--- src/rtl/el2_lsu_quiesce_ctl.sv ---
// LSU quiesce controller: blocks new LSU work on a halt request, acknowledges once the
// LSU has been idle long enough, and forces the LSU clocks on for a warm-up window on release.
module el2_lsu_quiesce_ctl #(
  parameter int unsigned IDLE_CYCLES = 4,
  parameter int unsigned WAKE_CYCLES = 2
) (
  input  logic       clk,
  input  logic       rst,
  input  logic       halt_req,
  input  logic       lsu_p_valid,
  input  logic       lsu_pkt_d_valid,
  input  logic       lsu_pkt_m_valid,
  input  logic       lsu_pkt_r_valid,
  input  logic       dma_dccm_req,
  input  logic       lsu_bus_buffer_empty_any,
  input  logic       lsu_stbuf_empty_any,
  output logic       lsu_block_new,
  output logic       lsu_halt_ack,
  output logic       lsu_clk_force_en,
  output logic       lsu_idle_q,
  output logic [1:0] lsu_qstate
);

  typedef enum logic [1:0] {
    RUN    = 2'd0,
    DRAIN  = 2'd1,
    HALTED = 2'd2,
    WAKE   = 2'd3
  } qstate_e;

  localparam logic [7:0] IDLE_LAST = 8'(IDLE_CYCLES - 1);
  localparam logic [7:0] WAKE_LAST = 8'(WAKE_CYCLES - 1);

  qstate_e    state_r;
  qstate_e    state_nxt_s;
  logic [7:0] cnt_r;
  logic [7:0] cnt_nxt_s;
  logic       idle_s;

  assign idle_s = ~(lsu_p_valid | lsu_pkt_d_valid | lsu_pkt_m_valid | lsu_pkt_r_valid | dma_dccm_req)
                & lsu_bus_buffer_empty_any & lsu_stbuf_empty_any;

  // Next-state and idle/warm-up counter
  always_comb begin
    state_nxt_s = state_r;
    cnt_nxt_s   = 8'd0;
    case (state_r)
      RUN: begin
        if (halt_req) state_nxt_s = DRAIN;
        else          state_nxt_s = RUN;
      end
      DRAIN: begin
        // An abandoned request wins even on the cycle the idle count completes
        if (!halt_req)                state_nxt_s = RUN;
        else if (!idle_s)             cnt_nxt_s   = 8'd0;
        else if (cnt_r == IDLE_LAST)  state_nxt_s = HALTED;
        else                          cnt_nxt_s   = cnt_r + 8'd1;
      end
      HALTED: begin
        if (!halt_req)    state_nxt_s = WAKE;
        else if (!idle_s) state_nxt_s = DRAIN;
        else              state_nxt_s = HALTED;
      end
      WAKE: begin
        if (cnt_r == WAKE_LAST) begin
          if (halt_req) state_nxt_s = DRAIN;
          else          state_nxt_s = RUN;
        end else begin
          cnt_nxt_s = cnt_r + 8'd1;
        end
      end
      default: begin
        state_nxt_s = RUN;
        cnt_nxt_s   = 8'd0;
      end
    endcase
  end

  // State registers with outputs registered from the next-state decode
  always_ff @(posedge clk) begin
    if (rst) begin
      state_r          <= RUN;
      cnt_r            <= 8'd0;
      lsu_idle_q       <= 1'b0;
      lsu_block_new    <= 1'b0;
      lsu_halt_ack     <= 1'b0;
      lsu_clk_force_en <= 1'b0;
      lsu_qstate       <= 2'd0;
    end else begin
      state_r          <= state_nxt_s;
      cnt_r            <= cnt_nxt_s;
      lsu_idle_q       <= idle_s;
      lsu_block_new    <= (state_nxt_s != RUN);
      lsu_halt_ack     <= (state_nxt_s == HALTED);
      lsu_clk_force_en <= (state_nxt_s == WAKE);
      lsu_qstate       <= state_nxt_s;
    end
  end

endmodule
--- config.mk ---
export PLATFORM = sky130hd
export DESIGN_NAME = el2_lsu_quiesce_ctl
export DESIGN_NICKNAME = d
export VERILOG_FILES = /design/src/rtl/el2_lsu_quiesce_ctl.sv
export SDC_FILE = /design/constraint.sdc
export NUM_CORES = 1
export LEC_CHECK = 0
export BUFFER_PORTS_ARGS = -buffer_cell sky130_fd_sc_hd__buf_4
export CAP_MARGIN = 20
export CORE_UTILIZATION = 33
export DETAILED_ROUTE_END_ITERATION = 10
export GPL_ROUTABILITY_DRIVEN = 0
export PLACE_DENSITY = 0.6
export SKIP_LAST_GASP = 1
export SLEW_MARGIN = 20
export SYNTH_ARGS = -nofsm -noshare
export SYNTH_HDL_FRONTEND = slang
export SYNTH_SLANG_ARGS = --single-unit
--- constraint.sdc ---
create_clock -name clk -period 3.15 [get_ports clk]
set_clock_uncertainty 0.1 [all_clocks]
set_input_delay 0.7875 -clock clk [delete_from_list [all_inputs] [get_ports clk]]
set_output_delay 0.7875 -clock clk [all_outputs]
set_load 0.01 [all_outputs]
==> report_table.html <==
<table>
<tr><th>Metric</th><th>Value</th></tr>
<tr><th colspan="2">Pwr</th></tr>
<tr><td>Sw frac</td><td>22.22%</td></tr>
<tr><td>Logic pwr share</td><td>11.1%</td></tr>
<tr><td>Leakage power total</td><td>0.3367 nW</td></tr>
<tr><td>P_sw</td><td>0.07795 mW</td></tr>
<tr><td>Power density cells</td><td>408.2 nW/um2</td></tr>
<tr><td>Proportion of power drawn by flip-flops and latches</td><td>53.3%</td></tr>
<tr><td>Maximum VDD drop</td><td>0.2594 mV</td></tr>
<tr><td>Clock share of power</td><td>35.6%</td></tr>
<tr><td>Internal cell power</td><td>0.2729 mW</td></tr>
<tr><th colspan="2">Route</th></tr>
<tr><td>DRC violation count after routing</td><td>0</td></tr>
<tr><td>Routed length per instance</td><td>10.73 um</td></tr>
<tr><td>Number of DRC violations after detailed-routing iteration 0</td><td>3</td></tr>
<tr><td>Via count</td><td>609</td></tr>
<tr><td>Final ANT Viol Nets</td><td>0</td></tr>
<tr><td>Routed Wire Length</td><td>1277 um</td></tr>
<tr><td>First-pass iteration count of the detailed router</td><td>3</td></tr>
<tr><td>Via/cell ratio</td><td>5.118</td></tr>
<tr><th colspan="2">Floorplanning</th></tr>
<tr><td>Die Area</td><td>2236 um2</td></tr>
<tr><td>Horizontal die dimension</td><td>47.29 um</td></tr>
<tr><td>Number of I/O pins</td><td>16</td></tr>
<tr><td>Die Height</td><td>47.29 um</td></tr>
<tr><td>Core Box Area</td><td>1942 um2</td></tr>
<tr><td>Initial core utilization</td><td>34.86%</td></tr>
<tr><td>Count of standard-cell rows</td><td>16</td></tr>
<tr><th colspan="2">Final layout</th></tr>
<tr><td>Final nets</td><td>105</td></tr>
<tr><td>Synthesis-to-finish area growth</td><td>26.99%</td></tr>
<tr><td>Antenna diode count</td><td>0</td></tr>
<tr><td>Area occupied by registers</td><td>280.3 um2</td></tr>
<tr><td>Filler instances</td><td>200</td></tr>
<tr><td>Footprint of the multi-input gates</td><td>385.4 um2</td></tr>
<tr><td>Final cell count without fillers</td><td>119</td></tr>
<tr><td>Share of final-layout standard cells stronger than drive strength 1</td><td>26.09%</td></tr>
<tr><th colspan="2">Setup path</th></tr>
<tr><td>Startpoint Class</td><td>primary input</td></tr>
<tr><td>Cell count along the critical path</td><td>5</td></tr>
<tr><td>Cell depth of the worst flop-to-flop path</td><td>5</td></tr>
<tr><td>Cell with the largest stage delay on the worst path</td><td>a221o_1</td></tr>
<tr><td>Class of the most critical setup path</td><td>primary input to register</td></tr>
<tr><td>Stage delay of the slowest cell on the critical path</td><td>0.42 ns</td></tr>
<tr><td>Ordered list of cells on the worst path</td><td>buf_4 &gt; nor3_2 &gt; nand2_1 &gt; a221o_1 &gt; a21oi_1</td></tr>
<tr><td>Required arrival time at the worst endpoint</td><td>3.25 ns</td></tr>
<tr><td>Worst Setup End Kind</td><td>register</td></tr>
<tr><td>CP delay by family, top</td><td>compound AO/OA/AOI/OAI gates</td></tr>
<tr><td>Crit path arrival time</td><td>1.92 ns</td></tr>
<tr><td>Peak fanout along the critical path</td><td>5</td></tr>
<tr><td>Number of buffer and inverter stages on the critical path</td><td>1</td></tr>
<tr><th colspan="2">STA</th></tr>
<tr><td>Setup violation total in the final timing report</td><td>0</td></tr>
<tr><td>Transition time of the tightest slew-check pin</td><td>0.4228 ns</td></tr>
<tr><td>Total negative setup slack</td><td>0 ns</td></tr>
<tr><td>Final Slew Violations</td><td>0</td></tr>
<tr><td>Fraction of the cycle the final worst path needs</td><td>57.68%</td></tr>
<tr><td>Hold violation total from the final report</td><td>0</td></tr>
<tr><td>Relative slew margins</td><td>71.82%</td></tr>
<tr><td>Unrepaired setup endpoints after global routing</td><td>false</td></tr>
<tr><td>Crit path time final</td><td>1.817 ns</td></tr>
<tr><td>Timing-limited maximum frequency</td><td>0.5504 GHz</td></tr>
<tr><th colspan="2">GRT</th></tr>
<tr><td>Total Routing Usage GR</td><td>14.03%</td></tr>
<tr><td>Maximum number of pins on one net before global-route repair</td><td>9</td></tr>
<tr><td>Number of global-route vias before repair</td><td>594</td></tr>
<tr><td>Global-route wire length before repair</td><td>2249 um</td></tr>
<tr><td>Initial antenna violation count</td><td>0</td></tr>
<tr><td>Sum of overflow across all layers after global routing</td><td>0</td></tr>
<tr><th colspan="2">Yosys</th></tr>
<tr><td>Synth Area per Inst</td><td>9.273 um2</td></tr>
<tr><td>Sequential-to-total area share from yosys stat</td><td>41.40%</td></tr>
<tr><td>Flip-flop and latch count after synthesis</td><td>14</td></tr>
<tr><td>Synthesized cell area</td><td>676.9 um2</td></tr>
<tr><td>Ys Warns</td><td>0</td></tr>
<tr><td>Post-synthesis net count</td><td>85</td></tr>
<tr><td>Post-synthesis cell count</td><td>73</td></tr>
<tr><td>Distinct cells, synth</td><td>28</td></tr>
<tr><th colspan="2">Clock network</th></tr>
<tr><td>Post-CTS Hold Fix Bufs</td><td>0</td></tr>
<tr><td>Depth of the CTS H-tree</td><td>1</td></tr>
<tr><td>Clk Tree Root Cell</td><td>clkbuf_4</td></tr>
<tr><td>Clock insertion delay at the later pin of the skew report</td><td>0.27 ns</td></tr>
<tr><td>Total number of clock tree sinks</td><td>14</td></tr>
<tr><td>Post_cts resized</td><td>0</td></tr>
<tr><td>Number of buffers added for setup after CTS</td><td>0</td></tr>
<tr><td>Clock buffer count from CTS</td><td>3</td></tr>
<tr><td>Clk slew on worst S/H paths</td><td>0.08 ns</td></tr>
<tr><td>Longest Clk Path Bufs</td><td>2</td></tr>
<tr><td>Clock tree from TritonCTS</td><td>built</td></tr>
<tr><th colspan="2">Place</th></tr>
<tr><td>Final HPWL from detailed placement</td><td>1027 um</td></tr>
<tr><td>Placed instance count</td><td>115</td></tr>
<tr><td>Number of buffer cells added on primary ports</td><td>15</td></tr>
<tr><th colspan="2">Status</th></tr>
<tr><td>Status</td><td>finished clean</td></tr>
<tr><th colspan="2">Run</th></tr>
<tr><td>Maxcap violations</td><td>0</td></tr>
<tr><th colspan="2">Hold path</th></tr>
<tr><td>Kind of path behind the tightest hold check</td><td>register to register</td></tr>
<tr><td>Worst hold path depth</td><td>2</td></tr>
</table>
## cell usage after synthesis
| library cell | number | area [um2] |
|---|---|---|
| and4bb_2 | 1 | 12.51 |
| xnor2_1 | 1 | 8.760 |
| a221o_1 | 1 | 10.01 |
| nor2_1 | 3 | 11.26 |
| a41oi_2 | 1 | 16.27 |
| nand2_1 | 5 | 18.77 |
| and3_1 | 2 | 12.51 |
| or3_1 | 1 | 6.260 |
| nand4_1 | 1 | 6.260 |
| nand3_1 | 8 | 40.04 |
| nor3_1 | 9 | 45.04 |
| nor2b_1 | 3 | 18.77 |
| a21boi_1 | 1 | 7.510 |
| o21bai_1 | 1 | 7.510 |
| dfxtp_1 | 14 | 280.3 |
| o21ai_2 | 1 | 8.760 |
| a31oi_1 | 1 | 6.260 |
| o211ai_1 | 1 | 7.510 |
| inv_1 | 3 | 11.26 |
| ha_1 | 2 | 25.02 |
| a21oi_1 | 1 | 5.000 |
| o21ai_0 | 2 | 10.01 |
| o221ai_1 | 1 | 8.760 |
| nor3_2 | 1 | 10.01 |
| xor2_1 | 5 | 43.79 |
| a32oi_1 | 1 | 8.760 |
| nor4_4 | 1 | 21.27 |
| a41oi_1 | 1 | 8.760 |
## final timing paths
check	end	from	slack, ns
setup / recovery	lsu_clk_force_en	lsu_pkt_d_valid	1.33
hold / removal	cnt_r[6]	cnt_r[6]	0.47
setup reg to reg	lsu_clk_force_en	cnt_r[0]	1.40
hold reg to reg	cnt_r[6]	cnt_r[6]	0.47
## power by group through the flow
stage               Sequential [mW]  Clock (mW)  Combinational [mW]
finish                        0.187       0.125              0.0390
global route                  0.188       0.140              0.0435
CTS                           0.187       0.131              0.0394
detailed placement            0.191           0              0.0393
global placement              0.191           0              0.0397
floorplan                     0.193           0              0.0163
## layer usage
layer | up-vias | part of all wire (%) | track usage, %
li1 | 310 | - | -
met1 | 290 | 43 | 15.14
met2 | 9 | 52 | 25.21
met3 | 0 | 4.6 | 6.154
met4 | 0 | 0 | 2.857
met5 | - | 0 | 0
## tightest hold or removal path: cells and delay by family (launching register included)
kind / cells / cell delay, ns
xor gates and xnor gates: 1 / 0.14
and+or+nand+nor: 1 / 0.05
DFF: 1 / 0.33
## layout make-up
| cell class | instances | area share (%) |
|---|---|---|
| Inverter | 3 | 1.310 |
| Clock buffer | 4 | 4.221 |
| Multi-Input combinational cell | 56 | 44.83 |
| Sequential cell | 14 | 32.61 |
| Tap cell | 27 | 3.930 |
| Timing Repair Buffer | 15 | 13.10 |
## state kept, by name, indices dropped and copies added (netlist names)
signal,count
cnt_r,8
state_r,2
lsu_block_new,1
lsu_clk_force_en,1
lsu_halt_ack,1
lsu_idle_q,1
## cells in the final DEF (no fill, tap or decap), drive strengths merged
cell type / netlist / layout
a21boi: 1 / 1
a21oi: 1 / 1
a221o: 1 / 1
a31oi: 1 / 1
a32oi: 1 / 1
a41oi: 2 / 2
and3: 2 / 2
and4bb: 1 / 1
buf: 0 / 15
clkbuf: 0 / 4
dfxtp: 14 / 14
ha: 2 / 2
inv: 3 / 3
nand2: 5 / 5
nand3: 8 / 8
nand4: 1 / 1
nor2: 3 / 3
nor2b: 3 / 3
nor3: 10 / 10
nor4: 1 / 1
o211ai: 1 / 1
o21ai: 3 / 3
o21bai: 1 / 1
o221ai: 1 / 1
or3: 1 / 1
xnor2: 1 / 1
xor2: 5 / 5
## stage by stage
| step | instance area (um2) | util [%] | hold slack (ns) | setup WS [ns] | power (mW) |
|---|---|---|---|---|---|
| after CTS | 859.6 | 44.27 | 0.4676 | 1.314 | 0.3575 |
| after global routing | 859.6 | 44.27 | 0.5038 | 1.228 | 0.3723 |
| after floorplan | 676.9 | - | 0.3938 | 1.274 | 0.2089 |
| after global placement | 823.3 | 42.40 | 0.4456 | 1.097 | 0.2309 |
| final | 859.6 | 44.27 | 0.4691 | 1.333 | 0.3508 |
| after detailed placement | 823.3 | 42.40 | 0.4527 | 1.055 | 0.2305 |
## cell families after synthesis
logic type | after synthesis | synth area share (%)
and+or+nand+nor | 35 | 29.95
DFF | 14 | 41.40
AOI/OAI and AO/OA | 13 | 15.53
xor gates and xnor gates | 6 | 7.763
buffers and inverters | 3 | 1.663
adders and majority gates | 2 | 3.696
(Power assumes the default switching activity.)
